===== src/rtl/instr_decode.sv =====
// RV32I subset decoder with a one-deep valid/ready output register and flush.
// Optional DECODE_ILLEGAL_TRAP_EN enables the illegal flag and its saturating counter.
module instr_decode (
  input  logic        clk,
  input  logic        rst_n,
  input  logic        in_valid,
  output logic        in_ready,
  input  logic [31:0] instr,
  input  logic        flush,
  output logic        out_valid,
  input  logic        out_ready,
  output logic [3:0]  instr_type,
  output logic [4:0]  rs1,
  output logic [4:0]  rs2,
  output logic [4:0]  rd,
  output logic [31:0] imm,
  output logic [2:0]  funct3,
  output logic        shamt_used,
  output logic        inc_pc,
  output logic        sub_sra,
  output logic        reg_write,
  output logic        mem_read,
  output logic        mem_write,
  output logic        branch,
  output logic        illegal,
  output logic [3:0]  illegal_cnt
);

  localparam int unsigned XLEN   = 32;
  localparam int unsigned TYPE_W = 4;
  localparam int unsigned CNT_W  = 4;

  localparam logic [TYPE_W-1:0] T_R = TYPE_W'(0);
  localparam logic [TYPE_W-1:0] T_I = TYPE_W'(1);
  localparam logic [TYPE_W-1:0] T_S = TYPE_W'(2);
  localparam logic [TYPE_W-1:0] T_B = TYPE_W'(3);
  localparam logic [TYPE_W-1:0] T_U = TYPE_W'(4);
  localparam logic [TYPE_W-1:0] T_J = TYPE_W'(5);
  localparam logic [TYPE_W-1:0] T_N = TYPE_W'(7);

  localparam logic [6:0] OPC_OP     = 7'b0110011;
  localparam logic [6:0] OPC_OP_IMM = 7'b0010011;
  localparam logic [6:0] OPC_LOAD   = 7'b0000011;
  localparam logic [6:0] OPC_JALR   = 7'b1100111;
  localparam logic [6:0] OPC_STORE  = 7'b0100011;
  localparam logic [6:0] OPC_BRANCH = 7'b1100011;
  localparam logic [6:0] OPC_LUI    = 7'b0110111;
  localparam logic [6:0] OPC_AUIPC  = 7'b0010111;
  localparam logic [6:0] OPC_JAL    = 7'b1101111;

  logic [6:0]      opcode;
  logic [2:0]      f3;
  logic [XLEN-1:0] imm_i, imm_s, imm_b, imm_u, imm_j, imm_sh;

  assign opcode = instr[6:0];
  assign f3     = instr[14:12];
  assign imm_i  = {{20{instr[31]}}, instr[31:20]};
  assign imm_s  = {{20{instr[31]}}, instr[31:25], instr[11:7]};
  assign imm_b  = {{19{instr[31]}}, instr[31], instr[7], instr[30:25], instr[11:8], 1'b0};
  assign imm_u  = {instr[31:12], 12'b0};
  assign imm_j  = {{11{instr[31]}}, instr[31], instr[19:12], instr[20], instr[30:21], 1'b0};
  assign imm_sh = {27'b0, instr[24:20]};

  logic [TYPE_W-1:0] type_d;
  logic [XLEN-1:0]   imm_d;
  logic shamt_d, inc_pc_d, sub_sra_d, reg_write_d, mem_read_d, mem_write_d, branch_d;

  // Combinational decode of the incoming word; unknown opcode/funct3 falls through to type N.
  always_comb begin
    type_d      = T_N;
    imm_d       = '0;
    shamt_d     = 1'b0;
    inc_pc_d    = 1'b0;
    sub_sra_d   = 1'b0;
    mem_read_d  = 1'b0;
    mem_write_d = 1'b0;
    branch_d    = 1'b0;
    case (opcode)
      OPC_OP: begin
        if (f3 == 3'b000 || f3 == 3'b001 || f3 == 3'b101) begin
          type_d    = T_R;
          sub_sra_d = instr[30];
        end
      end
      OPC_OP_IMM: begin
        if (f3 == 3'b000) begin
          type_d = T_I;
          imm_d  = imm_i;
        end else if (f3 == 3'b001 || f3 == 3'b101) begin
          type_d    = T_R;
          imm_d     = imm_sh;
          shamt_d   = 1'b1;
          sub_sra_d = instr[30];
        end
      end
      OPC_LOAD: begin
        if (f3 == 3'b010) begin
          type_d     = T_I;
          imm_d      = imm_i;
          mem_read_d = 1'b1;
        end
      end
      OPC_JALR: begin
        if (f3 == 3'b000) begin
          type_d   = T_I;
          imm_d    = imm_i;
          inc_pc_d = 1'b1;
        end
      end
      OPC_STORE: begin
        if (f3 == 3'b010) begin
          type_d      = T_S;
          imm_d       = imm_s;
          mem_write_d = 1'b1;
        end
      end
      OPC_BRANCH: begin
        if (f3 == 3'b000 || f3 == 3'b001) begin
          type_d   = T_B;
          imm_d    = imm_b;
          branch_d = 1'b1;
        end
      end
      OPC_LUI: begin
        type_d = T_U;
        imm_d  = imm_u;
      end
      OPC_AUIPC: begin
        type_d   = T_U;
        imm_d    = imm_u;
        inc_pc_d = 1'b1;
      end
      OPC_JAL: begin
        type_d = T_J;
        imm_d  = imm_j;
      end
      default: ;
    endcase
    reg_write_d = (type_d == T_R || type_d == T_I || type_d == T_U || type_d == T_J) &&
                  (instr[11:7] != 5'd0);
  end

  logic accept;
  logic out_valid_q, out_valid_d;

  // Flush overrides both acceptance and downstream consumption.
  assign in_ready = !flush && (!out_valid_q || out_ready);
  assign accept   = in_valid && in_ready;

  always_comb begin
    out_valid_d = out_valid_q;
    if (flush)          out_valid_d = 1'b0;
    else if (accept)    out_valid_d = 1'b1;
    else if (out_ready) out_valid_d = 1'b0;
  end

  logic [TYPE_W-1:0] type_q;
  logic [4:0]        rs1_q, rs2_q, rd_q;
  logic [XLEN-1:0]   imm_q;
  logic [2:0]        f3_q;
  logic shamt_q, inc_pc_q, sub_sra_q, reg_write_q, mem_read_q, mem_write_q, branch_q;

  always_ff @(posedge clk or negedge rst_n) begin
    if (!rst_n) begin
      out_valid_q <= 1'b0;
      type_q      <= T_N;
      rs1_q       <= '0;
      rs2_q       <= '0;
      rd_q        <= '0;
      imm_q       <= '0;
      f3_q        <= '0;
      shamt_q     <= 1'b0;
      inc_pc_q    <= 1'b0;
      sub_sra_q   <= 1'b0;
      reg_write_q <= 1'b0;
      mem_read_q  <= 1'b0;
      mem_write_q <= 1'b0;
      branch_q    <= 1'b0;
    end else begin
      out_valid_q <= out_valid_d;
      if (accept) begin
        type_q      <= type_d;
        rs1_q       <= instr[19:15];
        rs2_q       <= instr[24:20];
        rd_q        <= instr[11:7];
        imm_q       <= imm_d;
        f3_q        <= f3;
        shamt_q     <= shamt_d;
        inc_pc_q    <= inc_pc_d;
        sub_sra_q   <= sub_sra_d;
        reg_write_q <= reg_write_d;
        mem_read_q  <= mem_read_d;
        mem_write_q <= mem_write_d;
        branch_q    <= branch_d;
      end
    end
  end

  assign out_valid  = out_valid_q;
  assign instr_type = type_q;
  assign rs1        = rs1_q;
  assign rs2        = rs2_q;
  assign rd         = rd_q;
  assign imm        = imm_q;
  assign funct3     = f3_q;
  assign shamt_used = shamt_q;
  assign inc_pc     = inc_pc_q;
  assign sub_sra    = sub_sra_q;
  assign reg_write  = reg_write_q;
  assign mem_read   = mem_read_q;
  assign mem_write  = mem_write_q;
  assign branch     = branch_q;

`ifdef DECODE_ILLEGAL_TRAP_EN
  logic             illegal_q;
  logic [CNT_W-1:0] cnt_q, cnt_d;
  logic             illegal_d;

  assign illegal_d = (type_d == T_N);

  always_comb begin
    cnt_d = cnt_q;
    if (accept && illegal_d && cnt_q != {CNT_W{1'b1}}) cnt_d = cnt_q + CNT_W'(1);
  end

  always_ff @(posedge clk or negedge rst_n) begin
    if (!rst_n) begin
      illegal_q <= 1'b0;
      cnt_q     <= '0;
    end else begin
      cnt_q <= cnt_d;
      if (accept) illegal_q <= illegal_d;
    end
  end

  assign illegal     = illegal_q;
  assign illegal_cnt = cnt_q;
`else
  assign illegal     = 1'b0;
  assign illegal_cnt = '0;
`endif

endmodule

===== config.mk =====
export PLATFORM = sky130hd
export DESIGN_NAME = instr_decode
export DESIGN_NICKNAME = d
export VERILOG_FILES = /design/src/rtl/instr_decode.sv
export SDC_FILE = /design/constraint.sdc
export NUM_CORES = 1
export LEC_CHECK = 0
export ABC_AREA = 0
export BUFFER_PORTS_ARGS = -buffer_cell sky130_fd_sc_hd__buf_2
export CAP_MARGIN = 10
export CELL_PAD_IN_SITES_DETAIL_PLACEMENT = 1
export CELL_PAD_IN_SITES_GLOBAL_PLACEMENT = 1
export CORE_ASPECT_RATIO = 0.8
export CORE_MARGIN = 1.5
export CORE_UTILIZATION = 40
export CTS_BUF_LIST = sky130_fd_sc_hd__clkbuf_4 sky130_fd_sc_hd__clkbuf_8 sky130_fd_sc_hd__clkbuf_16
export DETAILED_ROUTE_END_ITERATION = 12
export MAX_ROUTING_LAYER = met4
export PLACE_DENSITY = 0.87
export SLEW_MARGIN = 20
export SYNTH_ARGS = -nofsm -noshare
export SYNTH_HDL_FRONTEND = slang
export SYNTH_SLANG_ARGS = --single-unit

===== constraint.sdc =====
create_clock -name clk -period 4.35 [get_ports clk]
set_clock_uncertainty 0.15 [all_clocks]
set_input_delay 0.435 -clock clk [delete_from_list [all_inputs] [get_ports clk]]
set_output_delay 0.435 -clock clk [all_outputs]
set_load 0.05 [all_outputs]

# Word-level counts from Yosys, hierarchy flattened
# Index checks and enable logic that the tools add are counted.
# totals
ramBits	0
word_cells	78
latch_bits	0
n_memories	0
output_inout_bits	68
ff_bits	62
in_bits	37
rom_bits	0
# op_classes
bitwise	0
n_mux	32
reduce_logical	17
n_mul	0
shifts	0
add_sub_neg	0
n_div	0
n_lt_le_gt_ge	0
n_eq_ne	15
# ops
op	count
case mux 32 bit (7 select lines)	1
two-way mux 32 bit	5
case mux 3 bit (8 select lines)	1
equality test 7 x 6 -> 1 bit, second input constant	3
equality test 7 bit, second input constant	3
two-way mux 3 bit	7
two-way mux 1 bit	15
equality test 7 x 5 -> 1 bit, second input constant	2
equality test 4 x 3 -> 1 bit, second input constant	2
equality test 7 x 2 -> 1 bit, second input constant	1
logical OR 1 bit	7
two-way mux 5 bit	1
nonzero test 5 bit	1
equality test 4 x 1 -> 1 bit, second input constant	1
zero test 4 bit	1
case mux 1 bit (2 select lines)	2
equality test 3 x 1 -> 1 bit, second input constant	1
equality test 3 x 2 -> 1 bit, second input constant	1
equality test 3 bit, second input constant	1
logical AND 1 bit	3
zero test 3 bit	1
nonzero test 3 bit	1
zero test 1 bit	2
OR reduction 2 bit	1

# Logic depth before layout (Yosys ltp)
# Gate-level depths: netlist (run 1).
# depth
word_depth	10
ltp_mapped	8
mapped_depth_nobuf	5

# Worst setup path after synthesis (run 1)
# No wires, ideal clock.
# synth_timing
path_kind	in2reg
start	in instr[5]
end	reg imm_q[21], in the netlist imm[21]
path_buffers	3
cell_stages	8
t_arrival_ns	1.755
setup_time_ns	0.124
slack_ns	2.321
cell_sequence	buf_4 > and3b_1 > buf_2 > nand4_1 > nand3_2 > o211a_1 > buf_4 > a211o_1
# synth_between
elab_chain_cells	3
elab_cells_between_ends	10
cone_classes	8 x eq/ne; 1 x mux; 1 x reduce/logical
# synth_rtl
item	line_no	text
from (decl)	8	input logic [31:0] instr,
equality test 7 x 5 -> 1 bit or equality test 7 x 6 -> 1 bit (tied branches)	78	case (opcode)
OR reduction 2 bit (no source line)	-	
case mux 32 bit (7 select lines) (*)	78	
to (signal assigned)	186	imm_q <= imm_d;
to (decl)	159	logic [XLEN-1:0] imm_q;
# Mark *: on every way between the ends. The rest lies on a longest branch, timed or not.
# A chain may end at the register's enable or synchronous reset.

# Final worst setup path (run 1)
# layout_timing
start	in instr[6]
end	reg imm_q[14], in the netlist imm[14]
# Same word-level chain as after synthesis.

==> flow_metrics.py, run 1 <==
metrics = {
    "power_and_ir_drop": {
        "irDropWorstVdd_mv": 0.210,
        "switching_power_mw": 0.465,
        "totalPowerFinal_mw": 1.45,
        "seqPwrFrac_pct": 42.9,
        "p_clk_share_pct": 37.0,
        "power_per_cell_area_nw_per_um2": 388,
        "sw_frac_of_total_pct": 32.1,
        "p_int_mw": 0.982,
        "pwr-share-comb_pct": 20.2,
        "power.static_leakage_nw": 2.13,
    },
    "critical_path": {
        "cp_slowest_cell": "or2_1",
        "criticalPathCategory": "in -> reg",
        "rr_worst_depth": 5,
        "crit_buf_inv": 1,
        "crit_required_ns": 4.47,
        "cp.arrival_ns": 2.17,
        "reg2reg_to": "imm[14]",
        "regToRegSetupSlack_ns": 2.33,
        "path_max_fanout": 12,
        "end_kind": "register",
        "max_stage_delay_ns": 0.41,
        "path_cells": "buf_2, nand4b_1, or2_1, a31o_2, nor3b_4, a221o_1",
        "path_delay_family": "simple AND/OR/NAND/NOR gates",
        "crit_start": "instr[6]",
        "cp-start-kind": "input port",
        "rr_startpoint": "out_valid",
    },
    "cts": {
        "insertion_delay_ns": 0.33,
        "cts_root_buf": "clkbuf_8",
        "cts_tree": "built",
        "ctsHoldBuffers": 0,
        "h-tree-depth": 3,
        "cts_buffer_depth": 2,
        "post_cts_buffers": 0,
        "cts_made_buffers": 9,
        "clkTransAtPathRegs_ns": 0.07,
        "cts_resized": 0,
        "clock_sinks": 61,
    },
    "synthesis": {
        "synth_top_family_by_area": "simple AND/OR/NAND/NOR gates",
        "ys_ff_latch": 61,
        "synth_compound_area_share_pct": 20.6,
        "synthAdderAreaFrac_pct": 0,
        "avgSynthCellArea_um2": 9.40,
        "synth_edf_count": 0,
        "yosysMostFrequentCell": "nand2_1",
        "synth_mux_area_share_pct": 0,
        "synth_ff_type": "dfrtp_1",
        "synth_commonest_cells": "nand2_1 (71), dfrtp_1 (58), nor2_1 (21), a211o_1 (19), o21ai_0 (14)",
        "synthCells": 320,
        "ys_async_sr_fraction_pct": 100,
        "synthTopCellsByArea": "dfrtp_1 (48%), nand2_1 (8.9%), a211o_1 (5.5%)",
        "yosys.area.top_type": "dfrtp_1",
        "synth_top_area_share_pct": 48.2,
        "yosysSeqAreaShare_pct": 50.9,
        "synthDistinctLibCells": 53,
        "yosysWarnings": 0,
        "synthSimpleGateAreaFrac_pct": 22.6,
        "syn_area_um2": 3010,
        "synth_xor_area_share_pct": 0.291,
    },
    "route": {
        "drcViolationCount": 0,
        "wl_per_cell_um": 18.4,
        "vias": 2831,
        "finalWirelength_um": 9240,
        "wl_met3_um": 636,
        "routed_via_density": 5.63,
        "ant_nets": 0,
        "drt_iter0_drc": 229,
        "wl_met1_um": 4480,
        "dr_wl_met2_um": 4090,
        "dr.pass1.iters": 4,
        "highest_layer": "met4",
    },
    "floorplanning": {
        "dieArea_um2": 8060,
        "rows": 28,
        "die_x_um": 100,
        "start_util_pct": 40.9,
        "io_pins": 105,
        "core_region_area_um2": 7360,
        "die_y_um": 80.6,
    },
    "layout": {
        "drive_gt1_share_pct": 31.5,
        "seq_area_um2": 1530,
        "nets": 445,
        "antennaDiodeCount": 0,
        "multi_input_area_um2": 1340,
        "areaGrowthSynthToFinish_pct": 24.0,
        "nFillCells": 878,
        "final_cells": 503,
    },
    "timing": {
        "slew_viol_final": 0,
        "max_slew.worst_pin.slew_ns": 0.771,
        "fmax_ghz": 0.487,
        "period_share_pct": 47.2,
        "rsz0062_at_grt": "false",
        "finalSetupViolCount": 0,
        "period_needed_ns": 2.05,
        "hold_violations": 0,
        "setup_tns_ns": 0,
        "relSlewSlack_pct": 48.6,
    },
    "global_routing": {
        "grt_pass1_wl_um": 14800,
        "antenna_found_initial": 0,
        "grt_pass1_vias": 2801,
        "grt_overflow_total": 0,
        "grt_use_total_pct": 24.5,
        "grt_max_degree": 62,
    },
    "place": {
        "gp_congestion": 0.931,
        "placed_cells": 487,
        "io_buffers": 98,
        "hpwlAfterDp_um": 6590,
    },
    "hold_path": {
        "hp-class": "in -> async",
    },
    "run_status": {
        "status": "finished clean",
    },
    "run": {
        "cap_violations": 0,
    },
}
==> per-stage QoR <==
| step | setup slack (ns) | util [%] | area, um^2 | hold WS, ns |
|---|---|---|---|---|
| after floorplan | 2.32 | - | 3030 | -0.0106 |
| after global placement | 2.08 | 47.8 | 3510 | 0.304 |
| after detailed placement | 2.01 | 47.8 | 3510 | 0.310 |
| after CTS | 2.35 | 50.7 | 3730 | 0.131 |
| after global routing | 2.19 | 50.7 | 3730 | 0.142 |
| final | 2.30 | 50.7 | 3730 | 0.0956 |
==> flip-flops by register name, summed over array words and instances (netlist names), 3 cells and up <==
signal / cells
funct3: 3
rs2: 5
instr_type: 3
imm: 32
rs1: 5
rd: 5
==> worst max-delay path by stage <==
stage / end / slack, ns / depth (start not counted)
after detailed placement: imm[14] / 2.01 / 6
after floorplan: imm[21] / 2.32 / 8
after CTS: imm[14] / 2.35 / 5
after global routing: imm[14] / 2.19 / 5
after global placement: imm[14] / 2.08 / 6
final: imm[14] / 2.30 / 6
==> power groups by stage <==
stage          Combinational [mW]  Sequential, mW  Clock, mW
2_1_floorplan              0.0903           0.742          0
3_3_place_gp                0.285           0.629          0
3_5_place_dp                0.290           0.631          0
4_1_cts                     0.293           0.620      0.543
5_1_grt                     0.312           0.624      0.571
6_report                    0.292           0.620      0.535
==> cells by family (layout without fill, tap and decap cells) <==
kind of cell / count (synthesis) / in the layout
other: 1 / 6
AOI/OAI and AO/OA: 82 / 82
and+or+nand+nor: 140 / 140
xor gates and xnor gates: 1 / 1
DFF: 61 / 61
buffers and inverters: 35 / 123
==> cell type report <==
cell class,instances,area share [%]
inverter,6,0.604
tap,90,3.02
clock buffer,13,4.63
timing repair buffer,101,13.8
multi-input combinational,229,35.8
clock inverter,3,1.14
sequential,61,41.0
==> worst reg2reg max path: cells and delay by family, from the launching register on <==
kind | cells | cell delay (ns)
AOI/OAI and AO/OA | 1 | 0.35
DFF | 1 | 0.38
buffers and inverters | 1 | 0.55
and+or+nand+nor | 3 | 0.47
==> routing by layer <==
metal	vias up	global-route usage (%)
met3	6	6.35
met2	123	36.4
met5	-	-
li1	1293	-
met1	1409	34.3
met4	0	4.37
==> placed cells by master (no fill, tap or decap), types with 2 or more instances in the layout <==
cell type,netlist,final
or2_2,2,2
a221o_1,2,2
or4_1,2,2
o211ai_1,3,3
buf_4,8,3
o21a_1,3,3
nand2b_1,6,6
conb_1,1,6
nor2b_1,6,6
a22oi_1,5,5
a32o_1,3,3
o21ai_0,14,14
nor2_1,21,21
buf_2,4,98
nand4_1,3,3
o22ai_1,2,2
a21oi_1,10,10
dfrtp_1,58,58
nand2_1,71,71
a31o_2,2,2
inv_1,6,6
nand4b_1,2,2
nand3_1,3,2
a211o_1,19,19
clkbuf_8,0,12
nand3_2,1,2
nor3_1,2,2
a22o_1,7,7
o32ai_1,2,2
and3_1,11,11
dfstp_2,3,3
(Power assumes the default switching activity.)
==> run 2, diff against run 1 <==
CORE_UTILIZATION = 37   (was 40)
PLACE_DENSITY = 0.81   (was 0.87)
clock period = 2 ns   (was 4.35 ns; I/O delays follow)
==> flow_metrics.py, run 2 (synthesis gave the netlist of run 1 again) <==
metrics = {
    "timing": {
        "hold_violations": 0,
        "whs_ns": 0.0425,
        "rsz0062_at_grt": "false",
        "fmax_ghz": 0.542,
        "slew_viol_final": 0,
        "period_needed_ns": 1.85,
        "finalSetupViolCount": 0,
        "max_slew.worst_pin.slew_ns": 0.575,
        "relSlewSlack_pct": 61.7,
        "period_share_pct": 92.3,
    },
    "global_routing": {
        "antenna_found_initial": 0,
        "grt_overflow_total": 0,
        "grt_pass1_vias": 3089,
        "grt_pass1_wl_um": 16500,
        "grt_max_degree": 39,
        "grt_use_total_pct": 25.1,
    },
    "run_status": {
        "status": "finished clean",
    },
    "critical_path": {
        "path_cells": "dlygate4sd3_1, buf_2, inv_1, nand3_2, a31o_2, nor3b_4, a211o_1",
        "cp-start-kind": "input port",
        "rr_startpoint": "out_valid",
        "regToRegSetupSlack_ns": 0.23,
        "crit_buf_inv": 3,
        "path_delay_family": "buffers and inverters",
        "criticalPathCategory": "in -> reg",
        "cp.arrival_ns": 1.98,
        "cp_slowest_cell": "dlygate4sd3_1",
        "path_max_fanout": 8,
        "crit_start": "flush",
        "crit_required_ns": 2.14,
        "max_stage_delay_ns": 0.54,
        "end_kind": "register",
    },
    "layout": {
        "areaGrowthSynthToFinish_pct": 37.8,
        "final_cells": 565,
        "drive_gt1_share_pct": 33.3,
        "final_cell_mix": "buf_2 (98), nand2_1 (71), dfrtp_1 (58)",
        "nets": 489,
        "antennaDiodeCount": 0,
        "largest_register_ffs": 32,
        "layout_commonest_cell": "buf_2",
    },
    "place": {
        "hpwlAfterDp_um": 7220,
        "io_buffers": 98,
        "gp_congestion": 0.896,
        "placed_cells": 527,
    },
    "cts": {
        "post_cts_buffers": 0,
        "cts_root_buf": "clkbuf_8",
        "clock_sinks": 61,
        "cts_buffer_depth": 2,
        "cts_made_buffers": 9,
        "cts_resized": 0,
        "h-tree-depth": 3,
        "cts_tree": "built",
        "insertion_delay_ns": 0.34,
        "ctsHoldBuffers": 22,
        "clkTransAtPathRegs_ns": 0.07,
    },
    "floorplanning": {
        "die_x_um": 104,
        "io_pins": 105,
        "dieArea_um2": 8690,
        "die_y_um": 83.7,
        "rows": 29,
        "core_region_area_um2": 7910,
        "start_util_pct": 38.0,
    },
    "hold_path": {
        "hp-class": "in -> reg",
        "min-delay-start": "instr[31]",
    },
    "route": {
        "drcViolationCount": 0,
        "finalWirelength_um": 10100,
        "ant_nets": 0,
        "dr.pass1.iters": 4,
        "routed_via_density": 5.31,
        "wl_per_cell_um": 17.9,
        "vias": 2998,
        "drt_iter0_drc": 216,
    },
    "power_and_ir_drop": {
        "power_per_cell_area_nw_per_um2": 762,
        "pwr-share-comb_pct": 22.2,
        "sw_frac_of_total_pct": 32.7,
        "p_int_mw": 2.13,
        "p_clk_share_pct": 35.2,
        "power.static_leakage_nw": 2.33,
        "seqPwrFrac_pct": 42.6,
        "irDropWorstVdd_mv": 0.330,
        "switching_power_mw": 1.03,
    },
    "run": {
        "cap_violations": 0,
    },
}
run 2: cell count changes in the layout (fill, tap and decap cells not counted), sizes merged:
cell,delta
buf,+22
dlygate4sd3,+22
clkinv,+1
clkbuf,-1
run 2: routing by layer:
layer / routed length, um / track usage, % / vias up
li1: - / - / 1386
met1: 4650 / 33.5 / 1499
met2: 4630 / 38.8 / 103
met3: 728 / 6.01 / 10
met4: 104 / 5.93 / 0
met5: 0 / - / -
run 2: layout make-up:
class / instances / area [um^2]
fill: 969 / 3760
sequential: 61 / 1530
multi-input combinational: 229 / 1340
timing repair buffer: 145 / 923
clock buffer: 12 / 153
tap: 108 / 135
clock inverter: 4 / 47.5
inverter: 6 / 22.5
run 2: power groups by stage:
stage / combinational [mW] / clock (mW) / sequential (mW)
floorplan: 0.197 / 0 / 1.61
global placement: 0.652 / 0 / 1.37
detailed placement: 0.663 / 0 / 1.37
CTS: 0.699 / 1.14 / 1.35
global route: 0.748 / 1.19 / 1.35
finish: 0.702 / 1.11 / 1.35
run 2: final timing paths:
check / cells after the start / to
worst min-delay path: 3 / imm[31]
worst max-delay path: 7 / imm[12]
max in group asynchronous: 3 / instr_type[1]
worst min register to register: 2 / mem_write
min in group asynchronous: 2 / rs2[4]
worst max register to register: 5 / imm[12]
run 2: metrics by stage:
stage	setup WS, ns	instance area [um^2]	TNS, ns	utilization, %	total power, mW
2_1_floorplan	0.0416	3030	0	-	1.81
3_3_place_gp	-0.000159	3730	-0.000159	47.1	2.02
3_5_place_dp	-0.0719	3730	-0.471	47.1	2.03
4_1_cts	0.167	4150	0	52.4	3.19
5_1_grt	0.0681	4150	0	52.4	3.29
6_report	0.154	4150	0	52.4	3.16
run 2: tightest hold or removal path, stage by stage:
cell and delay [ns]:
buf_2 0.15, o211ai_1 0.10, nand2_1 0.05
==> run 3, diff against run 2 <==
PLACE_DENSITY = default   (was 0.81)
PLACE_DENSITY_LB_ADDON = 0.1   (was default)
==> flow_metrics.py, run 3 (synthesis gave the netlist of run 1 again) <==
metrics = {
    "layout": {
        "multi_input_area_um2": 1340,
        "areaGrowthSynthToFinish_pct": 37.8,
        "largest_register_ffs": 32,
        "design_area_um2": 4150,
        "nets": 491,
        "seq_area_um2": 1530,
        "final_util_pct": 52.4,
        "final_cell_mix": "buf_2 (98), nand2_1 (71), dfrtp_1 (58)",
        "nFillCells": 975,
        "drive_gt1_share_pct": 33.5,
        "layout_commonest_cell": "buf_2",
        "antennaDiodeCount": 0,
    },
    "power_and_ir_drop": {
        "power_per_cell_area_nw_per_um2": 751,
        "irDropWorstVdd_mv": 0.332,
        "power.static_leakage_nw": 2.34,
        "totalPowerFinal_mw": 3.11,
    },
    "timing": {
        "whs_ns": 0.0156,
        "period_needed_ns": 1.90,
        "period_share_pct": 95.0,
        "finalSetupViolCount": 0,
        "setup_tns_ns": 0,
        "slew_viol_final": 0,
        "fmax_ghz": 0.526,
        "hold_violations": 0,
        "rsz0062_at_grt": "false",
    },
    "critical_path": {
        "rr_worst_depth": 5,
        "end_kind": "register",
        "cp-start-kind": "input port",
        "path_max_fanout": 44,
        "path_delay_family": "buffers and inverters",
        "criticalPathCategory": "in -> reg",
        "cp.arrival_ns": 1.96,
        "cp_slowest_cell": "dlygate4sd3_1",
        "max_stage_delay_ns": 0.52,
        "cp.depth": 7,
        "path_cells": "dlygate4sd3_1, buf_2, inv_1, nand3_2, buf_4, nor2_1, a221o_1",
        "crit_buf_inv": 4,
        "crit_required_ns": 2.06,
    },
    "route": {
        "drt_iter0_drc": 160,
        "ant_nets": 0,
        "routed_via_density": 5.22,
        "wl_per_cell_um": 17.8,
        "drcViolationCount": 0,
        "dr.pass1.iters": 4,
        "vias": 2948,
        "finalWirelength_um": 10000,
    },
    "global_routing": {
        "grt_max_degree": 45,
        "antenna_found_initial": 0,
        "grt_use_total_pct": 25.1,
        "grt_pass1_vias": 3155,
        "grt_pass1_wl_um": 16600,
        "grt_overflow_total": 0,
    },
    "place": {
        "hpwlAfterDp_um": 7150,
        "gp_congestion": 0.915,
        "io_buffers": 98,
        "dpl_cell_area_um2": 3750,
    },
    "floorplanning": {
        "rows": 29,
        "dieArea_um2": 8690,
        "die_y_um": 83.7,
        "die_x_um": 104,
        "io_pins": 105,
        "core_region_area_um2": 7910,
        "start_util_pct": 38.0,
    },
    "hold_path": {
        "holdPathStages": 3,
        "hp-class": "in -> reg",
    },
    "cts": {
        "clkTransAtPathRegs_ns": 0.07,
        "clock_sinks": 61,
        "h-tree-depth": 3,
        "insertion_delay_ns": 0.32,
        "cts_made_buffers": 9,
        "cts_root_buf": "clkbuf_8",
        "cts_tree": "built",
        "cts_buffer_depth": 2,
    },
    "run": {
        "cap_violations": 0,
    },
    "run_status": {
        "status": "finished clean",
    },
}
[run 3: cell types whose count changed in the layout (fill, tap and decap cells not counted), sizes merged]
| cell | before | now |
|---|---|---|
| buf | 123 | 126 |
| clkinv | 2 | 1 |
| clkinvlp | 1 | 0 |
| dlygate4sd3 | 22 | 21 |
[run 3: metal layers]
layer,vias to the layer above,wire [um],track usage (%)
met4,0,78,6.06
met5,-,0,-
met2,96,4660,39.6
li1,1383,-,-
met3,8,637,6.09
met1,1461,4650,32.7
[run 3: layout make-up]
class	instances	share of cell area [%]
clock buffers	12	3.68
clock inverters	2	0.845
inverters	6	0.543
multi-input cells	229	32.2
flip-flops and latches	61	36.9
well taps	108	3.26
repair buffers	147	22.6
[run 3: worst min-delay path, cell delays in order]
cell and delay, ns:
buf_2 0.12, nand2_1 0.07, nand2_1 0.06
[run 3: metrics by stage]
step | cells | setup slack (ns)
finish | 565 | 0.0994
global placement | 530 | -0.0144
detailed placement | 530 | -0.0492
CTS | 565 | 0.108
floorplan | 325 | 0.0416
global route | 565 | 0.00894
[run 3: what timing repair did]
item / in CTS / in global routing
setup endpoints to repair: 0 / 0
resized for setup: 0 / 0
hold buffers: 21 / 0
buffers inserted: 0 / 0
endpoints found under the hold margin: 36 / 0
[run 3: power by group]
group,switching [mW],internal (mW)
Combinational,0.510,0.188
Clock,0.447,0.622
Sequential,0.0397,1.31
Total,0.996,2.12
[run 3: path summary, 6_finish.rpt]
check,start,end,slack [ns]
max,flush,imm[14],0.1
max reg2reg,out_valid,imm[14],0.19
max in group asynchronous,rst_n,instr_type[0],0.84
min,instr[20],rs2[0],0.02
min reg2reg,rd[1],rd[1],0.32
min in group asynchronous,rst_n,imm[11],0.20
